## config.mk

```make
export PLATFORM = sky130hd
export DESIGN_NAME = mux2_rr_arbiter
export DESIGN_NICKNAME = d
export VERILOG_FILES = /design/src/rtl/mux2_rr_arbiter.sv
export SDC_FILE = /design/constraint.sdc
export NUM_CORES = 1
export LEC_CHECK = 0
export BUFFER_PORTS_ARGS = -buffer_cell sky130_fd_sc_hd__buf_2
export CAP_MARGIN = 15
export CORE_MARGIN = 10
export CORE_UTILIZATION = 40
export DETAILED_ROUTE_END_ITERATION = 16
export PLACE_DENSITY = 0.83
export SYNTH_ARGS = -nofsm -noshare
export SYNTH_HDL_FRONTEND = slang
export SYNTH_SLANG_ARGS = --single-unit
```

## constraint.sdc

```tcl
create_clock -name clk -period 1.8 [get_ports clk]
set_clock_uncertainty 0.2 [all_clocks]
set_input_delay 0.36 -clock clk [delete_from_list [all_inputs] [get_ports clk]]
set_output_delay 0.36 -clock clk [all_outputs]
set_load 0.02 [all_outputs]
```

## src/rtl/mux2_rr_arbiter.sv

```systemverilog
`default_nettype none
// ============================================================================
//  Module      : mux2_rr_arbiter
//  Description : Packet-level round-robin arbiter that shares one 2:1 data
//                mux between two valid/ready requesters (A and B) feeding a
//                single downstream consumer. Whole packets are granted, a
//                grant is capped at MAX_BURST beats, and each release passes
//                through one IDLE bubble before the next grant.
//  Revision    : 1.0 - initial release
// ============================================================================
module mux2_rr_arbiter #(
  parameter int DATA_WIDTH = 8,
  parameter int MAX_BURST  = 16
) (
  input  logic                  clk,
  input  logic                  rst_n,
  input  logic                  a_valid,
  input  logic [DATA_WIDTH-1:0] a_data,
  input  logic                  a_last,
  output logic                  a_ready,
  input  logic                  b_valid,
  input  logic [DATA_WIDTH-1:0] b_data,
  input  logic                  b_last,
  output logic                  b_ready,
  output logic                  out_valid,
  output logic [DATA_WIDTH-1:0] out_data,
  output logic                  out_last,
  input  logic                  out_ready,
  output logic                  sel,
  output logic                  busy
);

  // Counter is one bit wider than needed to hold MAX_BURST-1; it is cleared
  // on every release so it never wraps.
  localparam int CNT_W = $clog2(MAX_BURST) + 1;
  localparam logic [CNT_W-1:0] C_CNT_MAX = CNT_W'(MAX_BURST - 1);

  typedef enum logic [1:0] {
    S_IDLE    = 2'd0,
    S_GRANT_A = 2'd1,
    S_GRANT_B = 2'd2
  } state_t;

  state_t           r_state;
  logic             r_sel;
  logic             r_busy;
  logic             r_last_grant;   // 0 = A last owned the mux, 1 = B
  logic [CNT_W-1:0] r_beat_cnt;

  logic w_in_a;
  logic w_in_b;
  logic w_out_valid;
  logic w_out_last;
  logic w_xfer;
  logic w_release;
  logic w_pick_a;

  // Handshake steering: only the granted side sees downstream ready, and the
  // mux follows the registered select so data/last add no latency.
  always_comb begin
    w_in_a      = (r_state == S_GRANT_A);
    w_in_b      = (r_state == S_GRANT_B);
    w_out_valid = (w_in_a & a_valid) | (w_in_b & b_valid);
    w_out_last  = r_sel ? b_last : a_last;
    w_xfer      = w_out_valid & out_ready;
    // Release on the packet's last beat or when the burst cap is reached.
    w_release   = w_xfer & (w_out_last | (r_beat_cnt == C_CNT_MAX));
    // A wins when it is alone, or on a tie when B owned the previous grant.
    w_pick_a    = a_valid & (~b_valid | r_last_grant);
  end

  assign a_ready   = w_in_a & out_ready;
  assign b_ready   = w_in_b & out_ready;
  assign out_valid = w_out_valid;
  assign out_data  = r_sel ? b_data : a_data;
  assign out_last  = w_out_last;
  assign sel       = r_sel;
  assign busy      = r_busy;

  // Arbitration FSM with registered select, busy flag and burst counter.
  always_ff @(posedge clk or negedge rst_n) begin
    if (!rst_n) begin
      r_state      <= S_IDLE;
      r_sel        <= 1'b0;
      r_busy       <= 1'b0;
      r_last_grant <= 1'b1;
      r_beat_cnt   <= '0;
    end else begin
      case (r_state)
        S_IDLE: begin
          r_beat_cnt <= '0;
          if (w_pick_a) begin
            r_state <= S_GRANT_A;
            r_sel   <= 1'b0;
            r_busy  <= 1'b1;
          end else if (b_valid) begin
            r_state <= S_GRANT_B;
            r_sel   <= 1'b1;
            r_busy  <= 1'b1;
          end
        end
        S_GRANT_A, S_GRANT_B: begin
          if (w_release) begin
            r_state      <= S_IDLE;
            r_busy       <= 1'b0;
            r_last_grant <= r_sel;
            r_beat_cnt   <= '0;
          end else if (w_xfer) begin
            r_beat_cnt <= r_beat_cnt + 1'b1;
          end
        end
        default: begin
          r_state <= S_IDLE;
          r_busy  <= 1'b0;
        end
      endcase
    end
  end

endmodule
`default_nettype wire

```

==> flow_summary.yaml, run 1 <==
status:
  status: "complete, but fails checks"
  violations: "setup timing"
sta:
  setup_violations: 15
  final_max_slew_viol_count: 0
  setup_tns_ns: -0.7657
  worst_pin_slew_ns: 0.3228
  worst_slack_ns: -0.1068
  timing.final.crit_share: 1.059
  fmax_mhz: 524.4
  rsz0062_at_grt: "true"
  relSlewSlack: 0.7839
  report.final.hold_viol_count: 0
  period_minus_slack_ns: 1.907
floorplan:
  row_count: 15
  die_x_microns: 62.89
  fp.coreArea_sq_um: 1727
  dieArea_sq_um: 3955
  die_h_microns: 62.89
  ios: 37
  initial_core_util: 0.4261
placement:
  gp_routability_congestion: 0.8328
  port_buffers: 36
  dp_slack_ns: -0.04972
  dp_hpwl_microns: 1887
synth:
  synth-xor-area-share: 0
  synthDistinctLibCells: 27
  synth_top_family_by_area: "compound AO/OA/AOI/OAI gates"
  yosysSeqAreaShare: 0.3418
  yosys.area_share.simple: 0.1820
  synth_area_leaders: "dfrtp_1 (31%), mux2_2 (14%), ha_1 (8.5%), a22o_1 (6.0%), dfstp_2 (3.6%)"
  synth_top_cell_by_area: "dfrtp_1"
  synth-adder-area-share: 0.08503
  syn_area_sq_um: 735.7
  synth_compound_area_frac: 0.1871
  synth_fp_nets: 102
  syn_avg_cell_area_sq_um: 9.942
  synth_warnings: 0
  synth_seq_cells: 10
  synth_top_area_share: 0.3061
  syn_inst: 74
  muxShareOfSynthArea: 0.1735
critical_path:
  regToRegSetupSlack_ns: -0.10
  critical_path_required_ns: 1.24
  crit_fanout: 5
  cp-startpoint: "r_state[0]"
  critPathKind: "flip-flop to output port"
  arrival_ns: 1.35
  worstSetupEndpoint: "out_valid"
  r2r_end: "r_beat_cnt[0]"
  worst_setup_path_start_kind: "flip-flop"
  reg2reg_depth: 6
  cp-end-kind: "output port"
  r2r-start: "r_state[0]"
min_path:
  hold_class: "primary input to flip-flop"
power:
  power_leakage_nw: 0.6133
  total_power_mw: 1.816
  powerDensity_nw_per_um2: 1469
  peakVddDrop_uv: 902.9
global_routing:
  grt_max_degree: 12
  antenna_found_initial: 0
  grt_pass1_wl_microns: 4112
  grt.overflow.total: 0
  track_usage: 0.1272
  grt_pass1_vias: 895
final_layout:
  area_delta_synth_final_pct: 68.03
  regArea_sq_um: 251.5
  multiInputGateArea_sq_um: 560.5
  drive_gt1_frac: 0.6179
  insertedDiodeCount: 0
  num-nets-final: 152
  fill_cells: 137
drt:
  wire_per_inst_microns: 16.75
  drt_iter0_drc: 9
  routed_wirelength_microns: 2479
  dr.pass1.iters: 4
  vias: 786
  detail-route-antenna-nets: 0
  vias_per_cell: 5.311
  drcViolationCount: 0
cts:
  worstSkewPairLatency_ns: 0.26
  h-tree-depth: 1
  cts_tree: "done"
  cts_buffer_depth: 2
  clk_transition_reported_paths_ns: 0.07
  cts.sinks: 10
  numCtsBuffers: 3
  root_buffer: "clkbuf_4"
flow_run:
  maxCapViolCount: 0
state kept, by name (all words and copies together), names as in the netlist:
signal,flops
busy,1
r_beat_cnt,5
r_last_grant,1
r_state,2
sel,1
routing by layer:
metal  GRT usage  part of all wire  up-vias
li1            -                 -      374
met1      0.1169              0.37      377
met2      0.2335              0.51       33
met3     0.07168              0.10        2
met4     0.03352             0.011        0
met5           0                 0        -
synthesized netlist by cell type (all sizes together):
master   number
mux2         11
o211ai        2
dfrtp         9
nor4bb        1
nand4b        1
nor3          1
and3          1
ha            5
a22oi         2
dfstp         1
nand3         3
nor2          4
nor3b         1
nand2         7
o22ai         1
a21oi         4
o21ai         2
clkbuf        2
o22a          1
a22o          6
o2111ai       1
and2          3
inv           4
nor2b         1
critical path, stage by stage (launching register included):
cell and delay (ns):
dfrtp_1 0.43, inv_2 0.09, ha_4 0.17, a22o_4 0.26
buf_6 0.13
cells in the final DEF, fill, tap and decap left out, types with 2 or more instances in the layout:
| cell | netlist | final |
|---|---|---|
| a21oi_1 | 4 | 3 |
| a22o_1 | 5 | 5 |
| a22oi_1 | 2 | 2 |
| and2_4 | 0 | 3 |
| buf_2 | 0 | 25 |
| buf_4 | 0 | 8 |
| buf_6 | 0 | 13 |
| clkbuf_4 | 0 | 3 |
| dfrtp_1 | 9 | 9 |
| ha_2 | 0 | 2 |
| ha_4 | 0 | 3 |
| inv_1 | 4 | 2 |
| inv_2 | 0 | 2 |
| mux2_4 | 1 | 9 |
| nand2_1 | 7 | 7 |
| nand3_1 | 3 | 3 |
| nor2_1 | 4 | 3 |
| o211ai_1 | 2 | 2 |
cell type report:
| class | instances | share of cell area |
|---|---|---|
| clock buffer | 4 | 0.02935 |
| inverter | 4 | 0.01215 |
| sequential | 10 | 0.2034 |
| multi-input combinational | 58 | 0.4534 |
| timing repair buffer | 47 | 0.2763 |
| tap | 25 | 0.02530 |
cell families (layout without fill, tap and decap cells):
kind of cell             Yosys count  after routing
flip-flops                        10             10
adder cells (fa/ha/maj)            5              5
multiplexers                      11             11
buffers and inverters              6             55
AO/OA/AOI/OAI                     19             19
AND/OR/NAND/NOR                   23             23
how the worst min path moves through the flow:
stage | start | endpoint | depth (start not counted)
after floorplan | rst_n | busy | 0
after global placement | rst_n | r_beat_cnt[4] | 1
after detailed placement | rst_n | r_beat_cnt[4] | 1
after CTS | b_valid | sel | 3
after global routing | b_valid | sel | 3
final | b_valid | sel | 3
report_power, final:
group	leakage (nW)	total, mW	internal (mW)	switching (mW)
logic	0.464	1.26	0.637	0.625
clock network	0.0210	0.203	0.123	0.0805
registers	0.128	0.350	0.295	0.0558
through the flow:
step | utilization | cells | instance area [sq um] | hold slack [ns]
3_3_place_gp | 0.5993 | 140 | 1035 | 0.03146
2_1_floorplan | - | 74 | 778.2 | -0.1356
3_5_place_dp | 0.5993 | 140 | 1035 | 0.03366
6_report | 0.7159 | 148 | 1236 | 0.2212
4_1_cts | 0.6971 | 148 | 1204 | 0.2117
5_1_grt | 0.7159 | 148 | 1236 | 0.2226
repair_timing:
action                                  CTS  global route
setup buffers                             2             0
gates cloned                              1             0
pin swaps                                11             2
hold buffers                              1             0
gates resized for setup                  31            10
endpoints found under the setup margin   17            20
endpoints found under the hold margin    10             0
Note: power is estimated with default switching activity, not from simulation.
==> inputs of run 2 (changes only) <==
BUFFER_PORTS_ARGS = -buffer_cell sky130_fd_sc_hd__buf_4   (was -buffer_cell sky130_fd_sc_hd__buf_2)
==> run 2 against run 1 <==
  * The flow still finishes with violations (setup timing)
  * Global-route usage grew 0.33 points
  * Register-to-register slack lost 0.10 ns
  * Die area is the same
  * Design area grew 5.6%
  * Sequential share of layout area shrank 1.1 points
  * Critical path type is now flip-flop to flip-flop
  * Highest routed layer unchanged
==> flow_summary.yaml, run 2 (synthesized netlist as in run 1, its figures left out) <==
drt:
  routed_wirelength_microns: 2621
  vias_per_cell: 5.314
  dr.pass1.iters: 4
  drt_iter0_drc: 6
  detail-route-antenna-nets: 0
  vias: 813
  wire_per_inst_microns: 17.13
  drcViolationCount: 0
global_routing:
  grt_pass1_wl_microns: 4188
  grt_max_degree: 12
  track_usage: 0.1304
  grt_pass1_vias: 955
  grt.overflow.total: 0
  antenna_found_initial: 0
final_layout:
  largest_register: "r_beat_cnt"
  layout_common_cells: "buf_4 (38), buf_6 (13), mux2_4 (9), dfrtp_1 (9), nand2_1 (7)"
  layout_commonest_cell: "buf_4"
  post-route-cell-area_sq_um: 1305
  fill_cells: 129
  final_core_util: 0.7558
  largest_reg_flops: 5
  insertedDiodeCount: 0
  drive_gt1_frac: 0.5938
  stdcell_count: 153
  num-nets-final: 157
  area_delta_synth_final_pct: 77.38
  reg.largest.list: "r_beat_cnt: 5 flops, r_state: 2 flops"
floorplan:
  ios: 37
  dieArea_sq_um: 3955
  die_x_microns: 62.89
  die_h_microns: 62.89
  initial_core_util: 0.4261
  row_count: 15
  fp.coreArea_sq_um: 1727
sta:
  whs_ns: 0.2089
  worst_slack_ns: -0.2012
  fmax_mhz: 499.7
  final_max_slew_viol_count: 0
  setup_violations: 15
  period_minus_slack_ns: 2.001
  report.final.hold_viol_count: 0
  relSlewSlack: 0.7557
  timing.final.crit_share: 1.112
  rsz0062_at_grt: "true"
  worst_pin_slew_ns: 0.3648
flow_run:
  maxCapViolCount: 0
power:
  p_int_mw: 1.044
  p_sw_mw: 0.7632
  clkPwrFrac: 0.090
  peakVddDrop_uv: 1064
  powerDensity_nw_per_um2: 1385
  comb_power_share: 0.718
  seq_power_share: 0.191
  switching_share: 0.4223
  power_leakage_nw: 0.6505
placement:
  port_buffers: 36
  placed_area_sq_um: 1125
  dp_hpwl_microns: 1971
  gp_routability_congestion: 0.8335
  placedCellCount: 140
min_path:
  hold_path_depth: 3
  min_from: "b_valid"
  hold_path_end: "sel"
  hold_class: "primary input to flip-flop"
cts:
  cts.sinks: 10
  cts_buffer_depth: 2
  root_buffer: "clkbuf_4"
  cts_tree: "done"
  numCtsBuffers: 3
  h-tree-depth: 1
  worstSkewPairLatency_ns: 0.26
  clk_transition_reported_paths_ns: 0.07
critical_path:
  r2r-start: "r_beat_cnt[1]"
  critPathKind: "flip-flop to flip-flop"
  critical_path_required_ns: 1.73
  reg2reg_depth: 6
  regToRegSetupSlack_ns: -0.20
  arrival_ns: 1.93
  r2r_end: "r_state[1]"
  crit_fanout: 4
  cp-end-kind: "flip-flop"
  worst_setup_path_start_kind: "flip-flop"
status:
  violations: "setup timing"
  status: "complete, but fails checks"
## run 2: cell count changes in the layout (fill, tap and decap cells not counted)
cell	change
buf_2	-25
and2_4	-2
and2_1	+2
a21oi_1	+1
buf_4	+30
a21oi_2	-1
clkbuf_8	-1
clkbuf_1	+1
ha_1	+1
ha_4	-1
## run 2: layout make-up
class                   instances  area, sq um  share of cell area
clock buffers                   4        26.28             0.02013
flip-flops and latches         10        251.5              0.1927
repair buffers                 52        441.7              0.3384
inverters                       4        15.01             0.01151
multi-input cells              58        539.3              0.4132
well taps                      25        31.28             0.02397
## run 2: timing repair
action                                  in CTS  in global routing
hold endpoints to repair                    10                  0
pin swaps                                    4                  2
gates cloned                                 1                  0
endpoints found under the setup margin      17                 22
hold buffers                                 1                  0
buffers inserted                             4                  4
resized for setup                           18                  8
## run 2: how the worst max path moves through the flow
stage,start,end
3_3_place_gp,r_beat_cnt[1],r_beat_cnt[4]
5_1_grt,r_beat_cnt[1],r_beat_cnt[0]
4_1_cts,r_beat_cnt[1],r_beat_cnt[0]
3_5_place_dp,r_beat_cnt[1],r_state[1]
6_report,r_beat_cnt[1],r_state[1]
2_1_floorplan,r_beat_cnt[1],r_beat_cnt[4]
## run 2: routing by layer
| metal | track usage | wire length, microns | part of all wire | vias to the layer above |
|---|---|---|---|---|
| li1 | - | - | - | 384 |
| met1 | 0.1179 | 989 | 0.38 | 387 |
| met2 | 0.2284 | 1320 | 0.50 | 36 |
| met3 | 0.05556 | 233 | 0.089 | 6 |
| met4 | 0.09218 | 77 | 0.029 | 0 |
| met5 | 0 | 0 | 0 | - |
## run 2: worst max-delay path, stage by stage, from the launching register on
cell and delay (ns):
dfrtp_1 0.38, ha_2 0.20, and3_4 0.18, ha_4 0.17
o211ai_1 0.32, and2_1 0.26, o22ai_1 0.14
## run 2: power groups by stage
| stage | Clock (mW) | Sequential (mW) | Combinational [mW] |
|---|---|---|---|
| 3_3_place_gp | 0 | 0.340 | 1.01 |
| 6_report | 0.164 | 0.345 | 1.30 |
| 2_1_floorplan | 0 | 0.383 | 0.645 |
| 4_1_cts | 0.165 | 0.343 | 1.23 |
| 5_1_grt | 0.186 | 0.353 | 1.37 |
| 3_5_place_dp | 0 | 0.344 | 1.05 |
## run 2: metrics by stage
| stage | setup TNS, ns | total power [mW] | setup slack, ns |
|---|---|---|---|
| detailed placement | -0.5035 | 1.392 | -0.1008 |
| CTS | -0.6911 | 1.735 | -0.09450 |
| finish | -1.057 | 1.807 | -0.2012 |
| global placement | -0.09134 | 1.345 | -0.03882 |
| global route | -2.285 | 1.907 | -0.2044 |
| floorplan | -0.001796 | 1.029 | -0.001796 |
